==> src/rtl/riscv_alu_pkg.sv <==
// Shared constants for the RV32I execute-stage ALU: opcodes, funct3 codes and ALU operation encodings.
// Optional ALU_ILLEGAL_FLAG_EN adds the Illegal/IllegalReg flag outputs in the interface and top.
package riscv_alu_pkg;

  localparam int XLEN = 32;

  localparam logic [6:0] OPC_LUI       = 7'b0110111;
  localparam logic [6:0] OPC_AUIPC     = 7'b0010111;
  localparam logic [6:0] OPC_JAL       = 7'b1101111;
  localparam logic [6:0] OPC_JALR      = 7'b1100111;
  localparam logic [6:0] OPC_BRANCH    = 7'b1100011;
  localparam logic [6:0] OPC_LOAD      = 7'b0000011;
  localparam logic [6:0] OPC_STORE     = 7'b0100011;
  localparam logic [6:0] OPC_ARI_ITYPE = 7'b0010011;
  localparam logic [6:0] OPC_ARI_RTYPE = 7'b0110011;

  localparam logic [2:0] F3_ADD_SUB = 3'b000;
  localparam logic [2:0] F3_SLL     = 3'b001;
  localparam logic [2:0] F3_SLT     = 3'b010;
  localparam logic [2:0] F3_SLTU    = 3'b011;
  localparam logic [2:0] F3_XOR     = 3'b100;
  localparam logic [2:0] F3_SRL_SRA = 3'b101;
  localparam logic [2:0] F3_OR      = 3'b110;
  localparam logic [2:0] F3_AND     = 3'b111;

  typedef enum logic [3:0] {
    ALU_ADD    = 4'd0,
    ALU_SUB    = 4'd1,
    ALU_SLL    = 4'd2,
    ALU_SLT    = 4'd3,
    ALU_SLTU   = 4'd4,
    ALU_XOR    = 4'd5,
    ALU_SRL    = 4'd6,
    ALU_SRA    = 4'd7,
    ALU_OR     = 4'd8,
    ALU_AND    = 4'd9,
    ALU_COPY_B = 4'd10,
    ALU_XXX    = 4'd15
  } alu_op_t;

  // Codes 11..14 are reserved and behave exactly like XXX.
  function automatic logic is_illegal_op(input logic [3:0] op);
    return (op > 4'd10);
  endfunction

endpackage

==> src/rtl/riscv_alu_unit_if.sv <==
// Operand/result bundle between the execute stage control and the ALU.
// ALU_ILLEGAL_FLAG_EN adds the Illegal and IllegalReg flag signals.
interface riscv_alu_unit_if;

  logic [6:0]  opcode;
  logic [2:0]  funct;
  logic        add_rshift_type;
  logic [31:0] A;
  logic [31:0] B;
  logic        Stall;
  logic [3:0]  ALUop;
  logic [31:0] Out;
  logic [31:0] OutReg;
`ifdef ALU_ILLEGAL_FLAG_EN
  logic        Illegal;
  logic        IllegalReg;
`endif

  modport master (
    output opcode, funct, add_rshift_type, A, B, Stall,
`ifdef ALU_ILLEGAL_FLAG_EN
    input  Illegal, IllegalReg,
`endif
    input  ALUop, Out, OutReg
  );

  modport slave (
    input  opcode, funct, add_rshift_type, A, B, Stall,
`ifdef ALU_ILLEGAL_FLAG_EN
    output Illegal, IllegalReg,
`endif
    output ALUop, Out, OutReg
  );

endinterface

==> src/rtl/alu_op_decoder.sv <==
// Maps opcode/funct3/instruction bit 30 onto the 4-bit ALU operation code.
module alu_op_decoder
  import riscv_alu_pkg::*;
(
  input  logic [6:0] opcode,
  input  logic [2:0] funct,
  input  logic       add_rshift_type,
  output alu_op_t    alu_op
);

  alu_op_t arith_op;

  // funct3 decode shared by OP and OP-IMM; only OP may turn 000 into SUB.
  always_comb begin
    arith_op = ALU_XXX;
    case (funct)
      F3_ADD_SUB: arith_op = (opcode == OPC_ARI_RTYPE && add_rshift_type) ? ALU_SUB : ALU_ADD;
      F3_SLL:     arith_op = ALU_SLL;
      F3_SLT:     arith_op = ALU_SLT;
      F3_SLTU:    arith_op = ALU_SLTU;
      F3_XOR:     arith_op = ALU_XOR;
      F3_SRL_SRA: arith_op = add_rshift_type ? ALU_SRA : ALU_SRL;
      F3_OR:      arith_op = ALU_OR;
      F3_AND:     arith_op = ALU_AND;
      default:    arith_op = ALU_XXX;
    endcase
  end

  always_comb begin
    alu_op = ALU_XXX;
    case (opcode)
      OPC_LUI:       alu_op = ALU_COPY_B;
      OPC_AUIPC,
      OPC_JAL,
      OPC_JALR,
      OPC_BRANCH,
      OPC_LOAD,
      OPC_STORE:     alu_op = ALU_ADD;
      OPC_ARI_ITYPE,
      OPC_ARI_RTYPE: alu_op = arith_op;
      default:       alu_op = ALU_XXX;
    endcase
  end

endmodule

==> src/rtl/riscv_alu_unit.sv <==
// RV32I execute-stage ALU: combinational result plus a stallable registered copy.
// Define ALU_ILLEGAL_FLAG_EN to also drive Illegal/IllegalReg for undecodable instructions.
module riscv_alu_unit
  import riscv_alu_pkg::*;
#(
  parameter int XLEN = riscv_alu_pkg::XLEN
) (
  input  logic             Clock,
  input  logic             Reset,
  riscv_alu_unit_if.slave  bus
);

  alu_op_t          alu_op;
  logic [XLEN-1:0]  op_a;
  logic [XLEN-1:0]  op_b;
  logic [4:0]       shamt;
  logic [XLEN-1:0]  out_next;
  logic [XLEN-1:0]  out_reg;

  assign op_a  = bus.A;
  assign op_b  = bus.B;
  assign shamt = bus.B[4:0];

  alu_op_decoder u_decoder (
    .opcode          (bus.opcode),
    .funct           (bus.funct),
    .add_rshift_type (bus.add_rshift_type),
    .alu_op          (alu_op)
  );

  always_comb begin
    out_next = '0;
    case (alu_op)
      ALU_ADD:    out_next = op_a + op_b;
      ALU_SUB:    out_next = op_a - op_b;
      ALU_SLL:    out_next = op_a << shamt;
      ALU_SLT:    out_next = {{(XLEN-1){1'b0}}, ($signed(op_a) < $signed(op_b))};
      ALU_SLTU:   out_next = {{(XLEN-1){1'b0}}, (op_a < op_b)};
      ALU_XOR:    out_next = op_a ^ op_b;
      ALU_SRL:    out_next = op_a >> shamt;
      ALU_SRA:    out_next = $unsigned($signed(op_a) >>> shamt);
      ALU_OR:     out_next = op_a | op_b;
      ALU_AND:    out_next = op_a & op_b;
      ALU_COPY_B: out_next = op_b;
      default:    out_next = '0;
    endcase
  end

  always_ff @(posedge Clock) begin
    if (Reset) begin
      out_reg <= '0;
    end else if (!bus.Stall) begin
      out_reg <= out_next;
    end
  end

  assign bus.ALUop  = alu_op;
  assign bus.Out    = out_next;
  assign bus.OutReg = out_reg;

`ifdef ALU_ILLEGAL_FLAG_EN
  logic illegal_reg;

  always_ff @(posedge Clock) begin
    if (Reset) begin
      illegal_reg <= 1'b0;
    end else if (!bus.Stall) begin
      illegal_reg <= is_illegal_op(alu_op);
    end
  end

  assign bus.Illegal    = is_illegal_op(alu_op);
  assign bus.IllegalReg = illegal_reg;
`endif

endmodule

==> src/flat_wrapper.sv <==
// flat-port wrapper written by rule: the top's interface ports become plain ports
module riscv_alu_unit_flat import riscv_alu_pkg::*;
#(
  parameter int XLEN = riscv_alu_pkg::XLEN
)
  (Clock, Reset, bus_opcode, bus_funct, bus_add_rshift_type, bus_A, bus_B, bus_Stall, bus_ALUop, bus_Out, bus_OutReg);
  riscv_alu_unit_if bus_i ();
  input  logic Clock;
  input  logic Reset;
  input wire logic [$bits(bus_i.opcode)-1:0] bus_opcode;
  input wire logic [$bits(bus_i.funct)-1:0] bus_funct;
  input wire logic [$bits(bus_i.add_rshift_type)-1:0] bus_add_rshift_type;
  input wire logic [$bits(bus_i.A)-1:0] bus_A;
  input wire logic [$bits(bus_i.B)-1:0] bus_B;
  input wire logic [$bits(bus_i.Stall)-1:0] bus_Stall;
  output wire logic [$bits(bus_i.ALUop)-1:0] bus_ALUop;
  output wire logic [$bits(bus_i.Out)-1:0] bus_Out;
  output wire logic [$bits(bus_i.OutReg)-1:0] bus_OutReg;
  assign bus_i.opcode = bus_opcode;
  assign bus_i.funct = bus_funct;
  assign bus_i.add_rshift_type = bus_add_rshift_type;
  assign bus_i.A = bus_A;
  assign bus_i.B = bus_B;
  assign bus_i.Stall = bus_Stall;
  assign bus_ALUop = bus_i.ALUop;
  assign bus_Out = bus_i.Out;
  assign bus_OutReg = bus_i.OutReg;
  riscv_alu_unit #(.XLEN(XLEN)) u_core (.Clock(Clock), .Reset(Reset), .bus(bus_i));
endmodule
==> config.mk <==
export PLATFORM = sky130hd
export DESIGN_NAME = riscv_alu_unit_flat
export DESIGN_NICKNAME = d
export VERILOG_FILES = /design/src/rtl/riscv_alu_pkg.sv /design/src/rtl/riscv_alu_unit_if.sv /design/src/rtl/alu_op_decoder.sv /design/src/rtl/riscv_alu_unit.sv /design/src/flat_wrapper.sv
export SDC_FILE = /design/constraint.sdc
export NUM_CORES = 1
export LEC_CHECK = 0
export ABC_AREA = 1
export CELL_PAD_IN_SITES_DETAIL_PLACEMENT = 0
export CELL_PAD_IN_SITES_GLOBAL_PLACEMENT = 1
export CORE_MARGIN = 2
export CORE_UTILIZATION = 42
export CTS_CLUSTER_DIAMETER = 60
export DETAILED_ROUTE_END_ITERATION = 12
export PLACE_DENSITY_LB_ADDON = 0.05
export SKIP_LAST_GASP = 1
export SYNTH_ARGS = -nofsm -noshare
export SYNTH_HDL_FRONTEND = slang
export SYNTH_SLANG_ARGS = --single-unit
==> constraint.sdc <==
create_clock -name Clock -period 9.8 [get_ports Clock]
set_input_delay 1.96 -clock Clock [delete_from_list [all_inputs] [get_ports Clock]]
set_output_delay 1.96 -clock Clock [all_outputs]
set_load 0.005 [all_outputs]
==> metrics.txt <==
Critical Path Source=bus_B[4]; chip width=179 µm; detailed router's first-iteration violation count=2525; Max Clk Rate=125 MHz; Hold Worst Slack=0.538 ns; via count=17900; initial core utilization=42.4%; Worst Path Required=7.84 ns; slew margin rel.=28.1%; GRT overflow=0; via/cell ratio=5.87; Filler Cell Count=3474; IO Port Bufs=145; total power draw=0.992 mW; worst ir drop on vdd=67.2 µV; P_sw=0.539 mW; cell-internal power=0.454 mW; Reg power frac=14.1%; syn_area_per_cell=4.93 µm²; CTS tree=done; num rows=64; CORE AREA=30300 µm²; max-slew violation count=0; Die ar.=32000 µm²; synthesized area=12900 µm²; final core area utilization=47.7%; DP Area=14300 µm²; HP Start=u_core.bus.OutReg[3]$_SDFFE_PP0N_; clock-pin slew on the worst setup and hold paths=0.05 ns; Non-Filler Instances=3045; CTS Hold Bufs=0; max reg flops=32; Ports=146; Clock Sinks=32; Worst R2R Path Depth=4; final hold vios=0; Clk network pwr share=18.8%; CP Max Fanout=48; outcome=finished clean; number of global-route vias before repair=16100; reg2reg setup slack=9.10 ns; Post-synth EDFFs=0; hpwl dp=55300 µm; post-route cell area=14500 µm²; CTS Buffer Depth=2; ys async rst share=0%; net count after synthesis=2792; Hold Crit Depth=2; critical path start-end classification=in2out; Post-route DRC=0; first-pass GRT wire length=99700 µm; Final Cycle Share=81.8%; Net Sw Frac=54.3%; RSZ-0062 raised after global routing=no; Mapped Cells=2609; Final setup viols=0; H-tree Lvls=2; clk_lat worst skew=0.28 ns; GP Congestion=1.07; crit path launch type=primary input; sequential share of the synthesized area=4.98%; Min-Delay Endpoint=u_core.bus.OutReg[3]$_SDFFE_PP0N_; Reg-to-Reg End=u_core.bus.OutReg[0]$_SDFFE_PP0N_; drt wl/cell=22.6 µm; ANT nets after route=0; Die Ht=179 µm; Total GRT Usage=42.3%; Yosys cell types=48; max-cap violation count=0; initial antenna violation count=2; PnR worst setup slack=1.78 ns; setup_tns=0 ns; Pre-antenna DRT Iters=6; post-CTS setup buffer count=0; layout cell share with drive strength beyond 1=2.68%; Layout Area Growth over Synthesis=12.6%; synthesis-stage register bit count=32; synth warn=0; total CTS buffers=5; reg-to-reg startpoint=u_core.bus.OutReg[0]$_SDFFE_PP0N_; drt total wl=68800 µm; combinational share of power=67.1%; final critical-path required period=8.02 ns; crit end category=output port; Nets=2830; Critical Path AT=6.06 ns; LEAKAGE=8.01 nW; pre-CTS WS=1.98 ns; Post-synth top flop=dfxtp_1; HP Class=reg2reg; largest net degree at the start of global routing=82; Slew @ Worst Pin=1.08 ns; Power per Cell Area=68.6 nW/µm²; placed instance count=3036; Post-CTS Resized=0; clock root buffer=clkbuf_16; skew final=0 ns
-- layout make-up --
type	instances	area (µm²)	area share, %
Clock inverter	3	42.5	0.294
Antenna cell	1	2.50	0.0173
Clock buffer	5	125	0.865
Multi-Input combinational cell	2099	10300	71.2
Tap cell	396	495	3.42
Timing Repair Buffer	160	1540	10.7
Inverter	349	1320	9.09
Sequential cell	32	641	4.43
-- logic make-up (layout without fill, tap and decap cells) --
kind of cell | count (synthesis) | after routing | synth area share (%)
fa+ha+maj | 105 | 105 | 10.3
buf+inv | 478 | 517 | 14.9
simple gates | 1769 | 1769 | 59.7
compound gates | 209 | 209 | 9.00
flops | 32 | 32 | 4.98
xor+xnor | 16 | 16 | 1.09
other cells | 0 | 1 | 0
-- how the worst max path moves through the flow --
stage          slack, ns          end  cells past startpoint
2_1_floorplan       3.56  bus_Out[25]                     20
3_5_place_dp        1.98  bus_Out[25]                     17
5_1_grt             1.74  bus_Out[25]                     18
3_3_place_gp        1.96  bus_Out[25]                     17
6_report            1.78  bus_Out[25]                     17
4_1_cts             1.98  bus_Out[25]                     17
-- synthesized netlist by cell type (2+ instances only) --
cell type / number / area (µm²)
nor3_1: 11 / 55.1
inv_4: 2 / 12.5
nand3_4: 3 / 52.6
o21ai_0: 76 / 380
clkbuf_1: 59 / 221
buf_4: 8 / 60.1
o21ai_1: 11 / 55.1
a21oi_1: 79 / 395
a31oi_1: 2 / 12.5
nor2_4: 7 / 78.8
o211ai_1: 14 / 105
buf_1: 22 / 82.6
and3_1: 2 / 12.5
nand3_1: 495 / 2480
nor2_1: 321 / 1200
nand2_1: 838 / 3150
clkinv_1: 2 / 7.51
nor2_8: 2 / 40.0
or2_1: 7 / 43.8
dfxtp_1: 32 / 641
o22ai_1: 3 / 18.8
o21bai_1: 15 / 113
nand4_1: 50 / 313
o211ai_2: 2 / 25.0
inv_2: 9 / 33.8
nand3b_1: 7 / 52.6
ha_1: 103 / 1290
inv_1: 336 / 1260
a21boi_0: 3 / 22.5
buf_6: 5 / 56.3
nand2_4: 3 / 33.8
nand2_2: 5 / 31.3
xor2_1: 15 / 131
buf_2: 35 / 175
nor2_2: 5 / 31.3
fa_1: 2 / 40.0
or2_0: 7 / 43.8
-- power groups by stage --
stage               sequential, mW  combinational, mW  clock, mW
global route                 0.141              0.719      0.195
floorplan                    0.143              0.401          0
finish                       0.140              0.666      0.186
global placement             0.143              0.638          0
CTS                          0.140              0.642      0.189
detailed placement           0.143              0.639          0
-- layer usage --
metal | vias up | GRT usage [%] | share of wire [%]
met5 | - | 0 | 0.019
met4 | 2 | 19.4 | 5.4
met3 | 181 | 9.88 | 11
met2 | 1064 | 65.2 | 43
met1 | 8233 | 55.6 | 41
li1 | 8380 | - | -
-- cell usage in the layout, fill, tap and decap left out, types with 2 or more instances in the layout --
cell / Yosys / routed
and3_1: 2 / 2
nor3_1: 11 / 11
a21oi_1: 79 / 79
nand2_4: 3 / 3
inv_1: 336 / 336
o22ai_1: 3 / 3
inv_2: 9 / 11
nor2_1: 321 / 321
o211ai_2: 2 / 2
dfxtp_1: 32 / 32
inv_4: 2 / 2
nand4_1: 50 / 50
nand3b_1: 7 / 7
or2_0: 7 / 7
o21ai_1: 11 / 11
clkdlybuf4s50_1: 0 / 141
nand2_1: 838 / 838
o21bai_1: 15 / 15
o211ai_1: 14 / 14
nand3_4: 3 / 3
fa_1: 2 / 2
nor2_8: 2 / 2
a31oi_1: 2 / 2
nand3_1: 495 / 495
buf_2: 35 / 4
ha_1: 103 / 103
nor2_2: 5 / 5
nand2_2: 5 / 5
or2_1: 7 / 7
clkbuf_16: 0 / 5
buf_4: 8 / 15
nor2_4: 7 / 7
o21ai_0: 76 / 76
a21boi_0: 3 / 3
xor2_1: 15 / 15
-- worst max-delay path: stages --
cell	delay (ns)
clkdlybuf4s50_1	0.47
buf_4	0.46
inv_2	0.10
ha_1	0.46
nor2_1	0.41
nand4_1	0.16
nand3_1	0.33
nand2_1	0.10
nand2_1	0.18
nand2_1	0.09
nand2_1	0.08
nand2_1	0.04
nand3_1	0.23
nand3_1	0.12
nor2_1	0.32
inv_1	0.07
clkdlybuf4s50_1	0.45
Power figures use the tool's default switching activity.
